$ cat src/rtl/rv_ctrl_pkg.sv
// Shared encodings for the multi-cycle RV32I sequencer: opcodes, datapath select codes, FSM states.
package rv_ctrl_pkg;

   localparam int unsigned OPC_W = 7;

   localparam logic [OPC_W-1:0] OP_R      = 7'b0110011;
   localparam logic [OPC_W-1:0] OP_IMM    = 7'b0010011;
   localparam logic [OPC_W-1:0] OP_LOAD   = 7'b0000011;
   localparam logic [OPC_W-1:0] OP_STORE  = 7'b0100011;
   localparam logic [OPC_W-1:0] OP_BRANCH = 7'b1100011;
   localparam logic [OPC_W-1:0] OP_JAL    = 7'b1101111;
   localparam logic [OPC_W-1:0] OP_JALR   = 7'b1100111;
   localparam logic [OPC_W-1:0] OP_LUI    = 7'b0110111;
   localparam logic [OPC_W-1:0] OP_AUIPC  = 7'b0010111;

   typedef enum logic [3:0] {
      ALU_ADD  = 4'b0000,
      ALU_SUB  = 4'b0001,
      ALU_AND  = 4'b0010,
      ALU_OR   = 4'b0011,
      ALU_XOR  = 4'b0100,
      ALU_SLL  = 4'b0101,
      ALU_SRL  = 4'b0110,
      ALU_SRA  = 4'b0111,
      ALU_SLT  = 4'b1000,
      ALU_SLTU = 4'b1001
   } alu_op_e;

   typedef enum logic [2:0] {
      IMM_I = 3'd0,
      IMM_S = 3'd1,
      IMM_B = 3'd2,
      IMM_U = 3'd3,
      IMM_J = 3'd4
   } imm_sel_e;

   typedef enum logic [1:0] {
      PC_PLUS4 = 2'd0,
      PC_IMM   = 2'd1,
      PC_JALR  = 2'd2
   } pc_src_e;

   typedef enum logic [1:0] {
      WB_ALU = 2'd0,
      WB_MEM = 2'd1,
      WB_PC4 = 2'd2
   } wb_sel_e;

   typedef enum logic [1:0] {
      A_RS1  = 2'd0,
      A_PC   = 2'd1,
      A_ZERO = 2'd2
   } alu_a_e;

   typedef enum logic [2:0] {
      IDLE   = 3'd0,
      FETCH  = 3'd1,
      DECODE = 3'd2,
      EXEC   = 3'd3,
      MEM    = 3'd4,
      WB     = 3'd5,
      TRAP   = 3'd6
   } state_e;

   // funct7_5 selects SUB only for register-register ops; it always selects SRA for shifts.
   function automatic alu_op_e alu_from_funct(input logic [2:0] f3, input logic f7_5,
                                              input logic is_r);
      alu_op_e op;
      case (f3)
         3'b000:  op = (is_r && f7_5) ? ALU_SUB : ALU_ADD;
         3'b001:  op = ALU_SLL;
         3'b010:  op = ALU_SLT;
         3'b011:  op = ALU_SLTU;
         3'b100:  op = ALU_XOR;
         3'b101:  op = f7_5 ? ALU_SRA : ALU_SRL;
         3'b110:  op = ALU_OR;
         default: op = ALU_AND;
      endcase
      return op;
   endfunction

endpackage

$ cat src/rtl/mc_alu_decode.sv
// Opcode/funct decode into ALU operation, immediate format and a legal-opcode flag.
module mc_alu_decode
   import rv_ctrl_pkg::*;
(
   input  logic [6:0] opcode,
   input  logic [2:0] funct3,
   input  logic       funct7_5,
   output alu_op_e    alu_ctrl,
   output imm_sel_e   imm_sel,
   output logic       legal
);

   always_comb begin
      alu_ctrl = ALU_ADD;
      imm_sel  = IMM_I;
      legal    = 1'b1;
      case (opcode)
         OP_R:      alu_ctrl = alu_from_funct(funct3, funct7_5, 1'b1);
         OP_IMM:    alu_ctrl = alu_from_funct(funct3, funct7_5, 1'b0);
         OP_LOAD:   imm_sel  = IMM_I;
         OP_STORE:  imm_sel  = IMM_S;
         OP_BRANCH: begin
            alu_ctrl = ALU_SUB;
            imm_sel  = IMM_B;
         end
         OP_JAL:    imm_sel  = IMM_J;
         OP_JALR:   imm_sel  = IMM_I;
         OP_LUI,
         OP_AUIPC:  imm_sel  = IMM_U;
         default:   legal    = 1'b0;
      endcase
   end

endmodule

$ cat src/rtl/multicycle_ctrl.sv
// Multi-cycle RV32I control sequencer sharing one ALU and one memory port.
// Optional performance counters are built when MULTICYCLE_PERF_EN is defined.
module multicycle_ctrl
   import rv_ctrl_pkg::*;
#(
   parameter int unsigned WAIT_LIMIT = 255,
   parameter int unsigned CNT_W      = 8
) (
   input  logic        clk,
   input  logic        rst_n,
   input  logic [6:0]  opcode,
   input  logic [2:0]  funct3,
   input  logic        funct7_5,
   input  logic        br_cond,
   input  logic        mem_ready,
   output logic        mem_req,
   output logic        mem_we,
   output logic        mem_addr_sel,
   output logic        ir_we,
   output logic        pc_we,
   output logic [1:0]  pc_src,
   output logic        reg_we,
   output logic [1:0]  wb_sel,
   output logic [1:0]  alu_src_a,
   output logic        alu_src_b,
   output logic [3:0]  alu_ctrl,
   output logic [2:0]  imm_sel,
   output logic        instr_retired,
   output logic        trap,
   output logic        trap_cause,
   output logic [31:0] cycle_cnt,
   output logic [31:0] instret_cnt
);

   state_e             state_q, state_d;
   logic [CNT_W-1:0]   wait_cnt_q;
   logic               cause_q, cause_d;
   logic               wait_hit;
   logic               mem_wait;
   alu_op_e            dec_alu;
   imm_sel_e           dec_imm;
   logic               dec_legal;

   mc_alu_decode u_dec (
      .opcode   (opcode),
      .funct3   (funct3),
      .funct7_5 (funct7_5),
      .alu_ctrl (dec_alu),
      .imm_sel  (dec_imm),
      .legal    (dec_legal)
   );

   assign mem_wait = ((state_q == FETCH) || (state_q == MEM)) && !mem_ready;
   assign wait_hit = (WAIT_LIMIT != 0) && (wait_cnt_q == CNT_W'(WAIT_LIMIT));

   // State, wait counter and latched trap cause.
   always_ff @(posedge clk or negedge rst_n) begin
      if (!rst_n) begin
         state_q    <= IDLE;
         wait_cnt_q <= '0;
         cause_q    <= 1'b0;
      end else begin
         state_q <= state_d;
         if (mem_wait && (state_d == state_q)) wait_cnt_q <= wait_cnt_q + CNT_W'(1);
         else                                  wait_cnt_q <= '0;
         if ((state_d == TRAP) && (state_q != TRAP)) cause_q <= cause_d;
      end
   end

   // Next state and all datapath controls.
   always_comb begin
      state_d       = state_q;
      cause_d       = 1'b0;
      mem_req       = 1'b0;
      mem_we        = 1'b0;
      mem_addr_sel  = 1'b0;
      ir_we         = 1'b0;
      pc_we         = 1'b0;
      pc_src        = PC_PLUS4;
      reg_we        = 1'b0;
      wb_sel        = WB_ALU;
      alu_src_a     = A_RS1;
      alu_src_b     = 1'b0;
      alu_ctrl      = ALU_ADD;
      imm_sel       = IMM_I;
      instr_retired = 1'b0;
      trap          = 1'b0;
      trap_cause    = 1'b0;
      case (state_q)
         IDLE: state_d = FETCH;
         FETCH: begin
            mem_req = 1'b1;
            if (mem_ready) begin
               ir_we   = 1'b1;
               state_d = DECODE;
            end else if (wait_hit) begin
               cause_d = 1'b1;
               state_d = TRAP;
            end
         end
         DECODE: state_d = dec_legal ? EXEC : TRAP;
         EXEC: begin
            alu_ctrl = dec_alu;
            imm_sel  = dec_imm;
            case (opcode)
               OP_R: state_d = WB;
               OP_IMM: begin
                  alu_src_b = 1'b1;
                  state_d   = WB;
               end
               OP_LOAD, OP_STORE: begin
                  alu_src_b = 1'b1;
                  state_d   = MEM;
               end
               OP_BRANCH: begin
                  pc_we         = 1'b1;
                  pc_src        = br_cond ? PC_IMM : PC_PLUS4;
                  instr_retired = 1'b1;
                  state_d       = FETCH;
               end
               OP_JAL, OP_JALR: begin
                  reg_we        = 1'b1;
                  wb_sel        = WB_PC4;
                  pc_we         = 1'b1;
                  pc_src        = (opcode == OP_JAL) ? PC_IMM : PC_JALR;
                  instr_retired = 1'b1;
                  state_d       = FETCH;
               end
               OP_LUI, OP_AUIPC: begin
                  alu_src_a = (opcode == OP_LUI) ? A_ZERO : A_PC;
                  alu_src_b = 1'b1;
                  state_d   = WB;
               end
               default: state_d = TRAP;
            endcase
         end
         MEM: begin
            mem_req      = 1'b1;
            mem_addr_sel = 1'b1;
            mem_we       = (opcode == OP_STORE);
            if (mem_ready) begin
               if (opcode == OP_STORE) begin
                  pc_we         = 1'b1;
                  instr_retired = 1'b1;
                  state_d       = FETCH;
               end else begin
                  state_d = WB;
               end
            end else if (wait_hit) begin
               cause_d = 1'b1;
               state_d = TRAP;
            end
         end
         WB: begin
            reg_we        = 1'b1;
            wb_sel        = (opcode == OP_LOAD) ? WB_MEM : WB_ALU;
            pc_we         = 1'b1;
            instr_retired = 1'b1;
            state_d       = FETCH;
         end
         TRAP: begin
            trap       = 1'b1;
            trap_cause = cause_q;
         end
         default: state_d = IDLE;
      endcase
   end

`ifdef MULTICYCLE_PERF_EN
   logic [31:0] cycle_q, instret_q;

   // Counters run in every active state and hold while trapped.
   always_ff @(posedge clk or negedge rst_n) begin
      if (!rst_n) begin
         cycle_q   <= '0;
         instret_q <= '0;
      end else begin
         if ((state_q != IDLE) && (state_q != TRAP)) cycle_q <= cycle_q + 32'd1;
         if (instr_retired) instret_q <= instret_q + 32'd1;
      end
   end

   assign cycle_cnt   = cycle_q;
   assign instret_cnt = instret_q;
`else
   assign cycle_cnt   = '0;
   assign instret_cnt = '0;
`endif

endmodule

$ cat config.mk
export PLATFORM = sky130hd
export DESIGN_NAME = multicycle_ctrl
export DESIGN_NICKNAME = d
export VERILOG_FILES = /design/src/rtl/rv_ctrl_pkg.sv /design/src/rtl/mc_alu_decode.sv /design/src/rtl/multicycle_ctrl.sv
export SDC_FILE = /design/constraint.sdc
export NUM_CORES = 1
export LEC_CHECK = 0
export ABC_AREA = 1
export BUFFER_PORTS_ARGS = -buffer_cell sky130_fd_sc_hd__buf_2
export CAP_MARGIN = 10
export CORE_MARGIN = 5
export CORE_UTILIZATION = 30
export DETAILED_ROUTE_END_ITERATION = 10
export PLACE_DENSITY_LB_ADDON = 0.15
export SLEW_MARGIN = 5
export SYNTH_ARGS = -nofsm -noshare
export SYNTH_HDL_FRONTEND = slang
export SYNTH_SLANG_ARGS = --single-unit
$ cat constraint.sdc
create_clock -name clk -period 1.7 [get_ports clk]
set_clock_uncertainty 0.05 [all_clocks]
set_input_delay 0 -clock clk [delete_from_list [all_inputs] [get_ports clk]]
set_output_delay 0 -clock clk [all_outputs]
set_load 0.01 [all_outputs]
# Word-level counts from Yosys, hierarchy flattened
# Index checks and enable logic that the tools add are counted.
# word_totals
in_bits,15
regBits,12
output_inout_bits,87
wordCells,90
# classes
n_reduce_logical,16
n_eq_ne,25
mux,45
add_sub_neg,1
# op_table
cell,n
case mux 4 bit (7 select lines),2
"equality test 3 bit, second input constant",7
"equality test 7 x 6 -> 1 bit, second input constant",3
"equality test 7 bit, second input constant",3
2-to-1 mux 1 bit,21
2-to-1 mux 3 bit,6
case mux 3 bit (6 select lines),1
"equality test 7 x 5 -> 1 bit, second input constant",2
"equality test 3 x 2 -> 1 bit, second input constant",4
2-to-1 mux 2 bit,6
case mux 3 bit (4 select lines),1
case mux 4 bit (3 select lines),1
OR reduction 2 bit,5
case mux 3 bit (3 select lines),1
OR reduction 9 bit,1
"adder 8 x 1 -> 8 bit, second input constant",1
"equality test 8 bit, second input constant",1
2-to-1 mux 8 bit,1
case mux 2 bit (2 select lines),2
"equality test 7 x 2 -> 1 bit, second input constant",1
"equality test 3 x 1 -> 1 bit, second input constant",2
zero test 3 bit,2
OR reduction 5 bit,1
2-to-1 mux 4 bit,1
other kinds (9),11

# Logic depth before layout (Yosys ltp)
# Gate-level depths: netlist of the first run.
# logic_depth
depth_word,8
depth_mapped,11
depth_no_buf,11

# Hierarchy
# Synthesis of the first run repeated with hierarchy kept, for this count alone.
# unflattened
hier_cells,264
hier_area_um2,1674.1
# by_module_without_submodules
mod,cells_per_inst,area_each_um2,instances,seq_area_each_um2
multicycle_ctrl,225,1496.4,1,300.3
mc_alu_decode,39,177.7,1,0.0

# Worst setup path before layout of the first run
# No wires, ideal clock.
# synth_timing
path_type,reg2reg
startpoint,register wait_cnt_q[0]
endpoint,register cause_q
stages_incl_launch_ff,11
n_path_buf,0
synth_period_minus_slack_ps,1450
required_ps,1533
arrival_time_ps,1283
setup_time_ps,117
setup_slack_ps,250
path_cell_list,dfrtp_1 ha_1 nand2_2 nor2_2 nand4_1 nand3_1 nand2_1 nor2_2 nand3_1 nand2_1 nand2_1
# synth_via
elab_chain_len,6
elab_cells_between_ends,10
cone_classes,eq/ne (2); mux (7); reduce/logical (1)
# synth_lines
item,line,text
from (decl),multicycle_ctrl.sv:36,logic [CNT_W-1:0] wait_cnt_q;
from (signal assigned),multicycle_ctrl.sv:64,if (mem_wait && (state_d == state_q)) wait_cnt_q <= wait_cnt_q + CNT_W'(1);
equality test 8 bit *,multicycle_ctrl.sv:54,assign wait_hit = (WAIT_LIMIT != 0) && (wait_cnt_q == CNT_W'(WAIT_LIMIT));
2-to-1 mux 3 bit,"multicycle_ctrl.sv:96, multicycle_ctrl.sv:149",
"2-to-1 mux 3 bit, on equally long branches","multicycle_ctrl.sv:141, multicycle_ctrl.sv:93",
case mux 3 bit (6 select lines),multicycle_ctrl.sv:89,case (state_q)
equality test 3 bit,multicycle_ctrl.sv:66,if ((state_d == TRAP) && (state_q != TRAP)) cause_q <= cause_d;
logical AND 1 bit,multicycle_ctrl.sv:66,
to (signal assigned),multicycle_ctrl.sv:66,
to (decl),multicycle_ctrl.sv:37,"logic cause_q, cause_d;"
# Every way passes the cells marked *; elsewhere a longest branch is shown, timed or not.
# A chain may end at the register's enable or synchronous reset.

# Final worst setup path of the first run
# layout_timing
startpoint,register state_q[2]
endpoint,output reg_we
# layout_via
elab_chain_len,2
elab_cells_between_ends,3
cone_classes,eq/ne (2); mux (1)
# layout_lines
item,line,text
from (decl),multicycle_ctrl.sv:35,"state_e state_q, state_d;"
from (signal assigned),multicycle_ctrl.sv:63,state_q <= state_d;
equality test 3 bit or equality test 3 x 2 -> 1 bit (tied branches),multicycle_ctrl.sv:89,
case mux 1 bit (2 select lines) *,multicycle_ctrl.sv:89,
to (decl),multicycle_ctrl.sv:22,"output logic reg_we,"
# Marked as above.

==> run metrics, run 1 <==
CP top delay family flip-flops; Final Power 689 uW; initial antenna violation count 0; Pre-Repair DR Iteration Count 4; Final Non-Filler Cells 334; crit path max fanout 5; share of layout cells above drive strength 1 30.7%; synthesized area 1590 um2; via count 1311; Clock Path Buffers 2; CP Cell Sequence inv_2 -> nand3_4 -> nor4_2 -> inv_1 -> o21ai_2 -> or2_1 -> buf_2; Area after DPL 1610 um2; H-Tree Depth 1; slowest CP cell dfrtp_1; Data arrival, critical path 1.57 ns; Diodes inserted 0; CTS root buffer clkbuf_8; asr flop ratio synth 100%; vias in the first global route 1193; FILL cells 592; Netlist cell types 29; final hold vios 0; Static Leakage 0.000921 uW; Die Y 82.8 um; Critical path buffers and inverters 3; CTS tree built; final hold slack 0.0868 ns; Seq cells post-synth 12; critical path class flop to output port; IO Count 102; Max Cap Viol 0; Critical Path Max Stage Delay 0.43 ns; area share of the largest cell type after synthesis 30.7%; Syn Inst Count 222; Register Area 300 um2; Routed Antenna Nets 0; area grow syn2layout 7.08%; first-pass GRT wire length 5490 um; GRT overflow 0; vias per std cell 3.93; maximum VDD drop 196 uV; final wirelength 3440 um; Num CTS Buffers 3; dpl cells 327; total die area 6860 um2; Req. time, crit path 1.65 ns; CP endpoint kind output port; commonest non-fill, non-tap cells in the layout 64 x conb_1, 37 x buf_2, 27 x nor2_1; Clock Latency Late Sink 0.24 ns; syn avg cell area 7.16 um2; min-delay worst type primary input to flop; post-DP HPWL 2920 um; max frequency 616 MHz; type of origin of the critical path flop; setup TNS 0 ns; post-synthesis sequential area ratio 18.9%; Iter 0 DRT Violations 52; Core Region 5140 um2; # setup viols final 0; drt wl/cell 10.3 um; commonest non-fill, non-tap cell in the layout conb_1; # DRC 0; Net count, final 282; starting density of the core 30.9%; GRT Util Overall 9.30%; I/O Buffers 37; clock sinks 12; Synth area leader buf_4; clk slew on worst S/H paths 0.05 ns; Power Density 405 nW/um2; part of the cycle the worst path needs 95.5%; Synth area leaders buf_4 31%, dfrtp_1 19%, nor2_1 6.4%; number of flops mapped to enable cells by yosys 0; Placer Congestion 0.794; max-slew violations 0; Multi-input gate area 963 um2; die width 82.8 um; Design Area, Final 1700 um2; status finished, final reports clean; Synth warnings 0; final critical-path required period 1.62 ns; row count 26; top_reg_cell synth dfrtp_1; pin count of the biggest net entering global routing 13
[synthesized netlist by cell type (2+ instances only)]
| cell type | count |
|---|---|
| nand2_2 | 7 |
| nor2_4 | 3 |
| buf_4 | 65 |
| inv_1 | 16 |
| a21oi_1 | 4 |
| nor3b_2 | 3 |
| nand4_1 | 6 |
| nor4_1 | 4 |
| nand3_1 | 10 |
| xor2_1 | 3 |
| a21oi_2 | 2 |
| nand2_1 | 25 |
| nor2_1 | 27 |
| inv_2 | 7 |
| nand3_4 | 3 |
| o21ai_2 | 2 |
| nor2_2 | 3 |
| dfrtp_1 | 12 |
| o21ai_0 | 6 |
| nand3_2 | 4 |
| nor3_1 | 2 |
[tightest hold or removal path, cell delays in order]
cell and delay [ns]:
buf_2 0.15, nor3b_2 0.06, nand4_1 0.08, nand2_1 0.05
[cell families after synthesis]
logic type,synth area share [%]
flip-flops,18.9
buffers and inverters,36.5
XOR/XNOR,2.20
AND/OR/NAND/NOR,35.6
adder cells (fa/ha/maj),0.787
other,0.236
AO/OA/AOI/OAI,5.82
[final timing paths]
kind                                         start                      end  slack, ns  cells past startpoint
max                           state_q[2]$_DFF_PN0_                   reg_we       0.08                      7
min                                      mem_ready      cause_q$_DFFE_PN0P_       0.09                      4
max reg2reg                wait_cnt_q[0]$_DFF_PN0_      cause_q$_DFFE_PN0P_       0.15                     10
min reg2reg                wait_cnt_q[0]$_DFF_PN0_  wait_cnt_q[0]$_DFF_PN0_       0.41                      1
max in group asynchronous                    rst_n     state_q[0]$_DFF_PN0_       1.26                      2
min in group asynchronous                    rst_n  wait_cnt_q[3]$_DFF_PN0_       0.12                      2
[stage by stage]
stage                     worst slack [ns]  util, %
after floorplan                      0.250        -
after global placement               0.171     31.4
after detailed placement             0.109     31.4
after CTS                           0.0600     32.5
after global routing               -0.0285     33.1
final                               0.0759     33.1
[power breakdown]
group | total [uW] | switching, uW | internal (uW)
logic | 145 | 119 | 25.7
registers | 286 | 0 | 286
clock network | 258 | 102 | 156
total | 689 | 221 | 468
[timing repair]
item,4_1_cts,5_1_grt
hold endpoints to repair,12,0
setup endpoints to repair,1,3
gates resized for setup,0,3
hold buffers,1,0
pin swaps,0,1
buffers inserted,1,2
[layout make-up]
type	count	share of cell area, %
multi-input combinational	184	56.6
sequential	12	17.6
timing repair buffer	41	12.8
inverter	24	5.44
tap	70	5.14
clock buffer	3	2.42
[flip-flops by register name, summed over array words and instances (netlist names)]
register and flops:
wait_cnt_q 8, state_q 3, cause_q 1
[routing by layer]
| metal | GRT usage (%) | wire length [um] | vias up |
|---|---|---|---|
| li1 | - | - | 669 |
| met1 | 12.3 | 1510 | 580 |
| met2 | 15.7 | 1630 | 60 |
| met3 | 0.891 | 285 | 2 |
| met4 | 3.42 | 19 | 0 |
| met5 | 0 | 0 | - |
Note: power is estimated with default switching activity, not from simulation.
==> run 2, diff against run 1 <==
--- a/config.mk
+++ b/config.mk
@@ -9,7 +9,7 @@
 export BUFFER_PORTS_ARGS = -buffer_cell sky130_fd_sc_hd__buf_2
 export CAP_MARGIN = 10
 export CORE_MARGIN = 5
-export CORE_UTILIZATION = 30
+export CORE_UTILIZATION = 43
 export DETAILED_ROUTE_END_ITERATION = 10
 export PLACE_DENSITY_LB_ADDON = 0.15
 export SLEW_MARGIN = 5
==> run 2 against run 1 <==
  * Worst setup slack better by 0.051 ns
  * Combinational power hardly changed
  * Largest power group unchanged
  * Die area fell by 27%
  * Worst hold slack better by 0.0011 ns
  * Largest cell class unchanged
  * Cell count decreased by 6.3%
  * Cell area is 0.66% lower
  * Sequential cell count unchanged
  * Utilization rose by 13 points
==> run metrics, run 2 (synthesized netlist as in run 1, its figures left out) <==
Net count, final 283 (was 282); Core Region 3630 um2 (was 5140 um2); initial antenna violation count 0 (unchanged); FILL cells 405 (was 592); part of the cycle the worst path needs 92.5% (was 95.5%); vias in the first global route 1089 (was 1193); largest registers wait_cnt_q x8, state_q x3, cause_q x1 (unchanged); slowest CP cell dfrtp_1 (unchanged); Placer Congestion 0.776 (was 0.794); met1 track utilization from global routing 15.9% (was 12.3%); critical path class flop to output port (unchanged); total die area 5010 um2 (was 6860 um2); Iter 0 DRT Violations 41 (was 52); max frequency 636 MHz (was 616 MHz); Max Cap Viol 0 (unchanged); maximum VDD drop 337 uV (was 196 uV); unrepaired setup endpoints after global routing true; Die Y 70.8 um (was 82.8 um); met2 Use GR 20.0% (was 15.7%); Power Density 404 nW/um2 (was 405 nW/um2); reg2reg setup slack 0.15 ns (about the same); Static Leakage 0.000929 uW (was 0.000921 uW); CTS tree built (unchanged); area grow syn2layout 6.37% (was 7.08%); CTS root buffer clkbuf_8 (unchanged); GRT Max-Usage Layer met2 (unchanged); Setup WS post-layout 0.127 ns (was 0.0759 ns); Critical path buffers and inverters 3 (unchanged); GRT Util Overall 12.1% (was 9.30%); final hold slack 0.0879 ns (was 0.0868 ns); status finished, final reports clean (unchanged); Diodes inserted 0 (unchanged); CP Cell Sequence inv_2 -> nand3_4 -> buf_4 -> nor4b_2 -> buf_2 (was inv_2 -> nand3_4 -> nor4_2 -> inv_1 -> o21ai_2 -> or2_1 -> buf_2); final hold vios 0 (unchanged); first-pass GRT wire length 5010 um (was 5490 um); Req. time, crit path 1.65 ns (about the same); clock sinks 12 (unchanged); # DRC 0 (unchanged); Routed Antenna Nets 0 (unchanged); commonest non-fill, non-tap cell in the layout conb_1 (unchanged); routing usage on met3 2.27% (was 0.891%); clk slew on worst S/H paths 0.05 ns (about the same); final wirelength 3280 um (was 3440 um); I/O Buffers 37 (unchanged); # setup viols final 0 (unchanged); dpl ws 0.119 ns (was 0.109 ns); row count 22 (was 26); Clock Path Buffers 2 (unchanged); Area after DPL 1580 um2 (was 1610 um2); Largest Register wait_cnt_q (unchanged); commonest non-fill, non-tap cells in the layout 64 x conb_1, 37 x buf_2, 27 x nor2_1 (unchanged); GRT overflow 0 (unchanged); Critical Path Max Stage Delay 0.42 ns (was 0.43 ns); starting density of the core 43.8% (was 30.9%); H-Tree Depth 1 (unchanged); die width 70.8 um (was 82.8 um); Pre-Repair DR Iteration Count 4 (unchanged); CP top delay family buffers and inverters (was flip-flops); drt wl/cell 10.5 um (was 10.3 um); CP endpoint kind output port (unchanged); min-delay worst type primary input to flop (unchanged); pin count of the biggest net entering global routing 13 (unchanged); vias per std cell 4.20 (was 3.93); IO Count 102 (unchanged); Design Area, Final 1690 um2 (was 1700 um2); post-DP HPWL 2750 um (was 2920 um); Data arrival, critical path 1.52 ns (was 1.57 ns); type of origin of the critical path flop (unchanged); Num CTS Buffers 3 (unchanged); max-slew violations 0 (unchanged); via count 1315 (was 1311); share of layout cells above drive strength 1 31.3% (was 30.7%); Clock Latency Late Sink 0.24 ns (about the same); crit path max fanout 7 (was 5); max reg flops 8 (unchanged); final critical-path required period 1.57 ns (was 1.62 ns)
[run 2: final timing paths]
path                                          from                 endpoint  depth (start not counted)
max                           state_q[2]$_DFF_PN0_              alu_ctrl[1]                          5
min                                      mem_ready      cause_q$_DFFE_PN0P_                          4
max reg2reg                wait_cnt_q[0]$_DFF_PN0_      cause_q$_DFFE_PN0P_                         10
min reg2reg                wait_cnt_q[0]$_DFF_PN0_  wait_cnt_q[0]$_DFF_PN0_                          1
max in group asynchronous                    rst_n      cause_q$_DFFE_PN0P_                          2
min in group asynchronous                    rst_n  wait_cnt_q[2]$_DFF_PN0_                          2
[run 2: timing repair]
action,CTS,global route
setup buffers,0,4
hold endpoints to repair,12,0
gates resized for setup,1,4
hold buffers,1,0
setup endpoints to repair,1,2
[run 2: layout make-up]
class,instances,area (um2),share of cell area [%]
Multi-Input combinational cell,184,972,57.5
Sequential cell,12,300,17.8
Timing Repair Buffer,42,225,13.3
Inverter,24,92.6,5.47
Tap cell,48,60.1,3.55
Clock buffer,3,41.3,2.44
[run 2: routing by layer]
layer / up-vias / wire (um)
met2: 54 / 1560
met5: - / 0
met4: 0 / 27
met1: 589 / 1360
met3: 4 / 327
li1: 668 / -
[run 2: metrics by stage]
stage	instances	util (%)	TNS, ns	power (uW)
after detailed placement	305	43.6	0	428
after CTS	309	45.2	0	689
final	313	46.6	0	683
after global placement	305	43.6	0	428
after floorplan	285	-	0	498
after global routing	313	46.6	-0.00392	718
[run 2: worst reg2reg max path, stage by stage, from the launching register on]
cell and delay, ns:
dfrtp_1 0.37, ha_1 0.19, nand2_2 0.09, nor2_4 0.14, nand4_1 0.14, nand3_1 0.10
nand2_1 0.06, nor2_2 0.14, nand3_1 0.08, nand2_1 0.06, nand2_1 0.04
[run 2: where the power goes]
part | total (uW) | leakage (uW) | switching [uW] | internal [uW]
Clock | 251 | 0.0000216 | 95.8 | 155
Sequential | 286 | 0.000157 | 0 | 286
Combinational | 146 | 0.000750 | 120 | 25.8
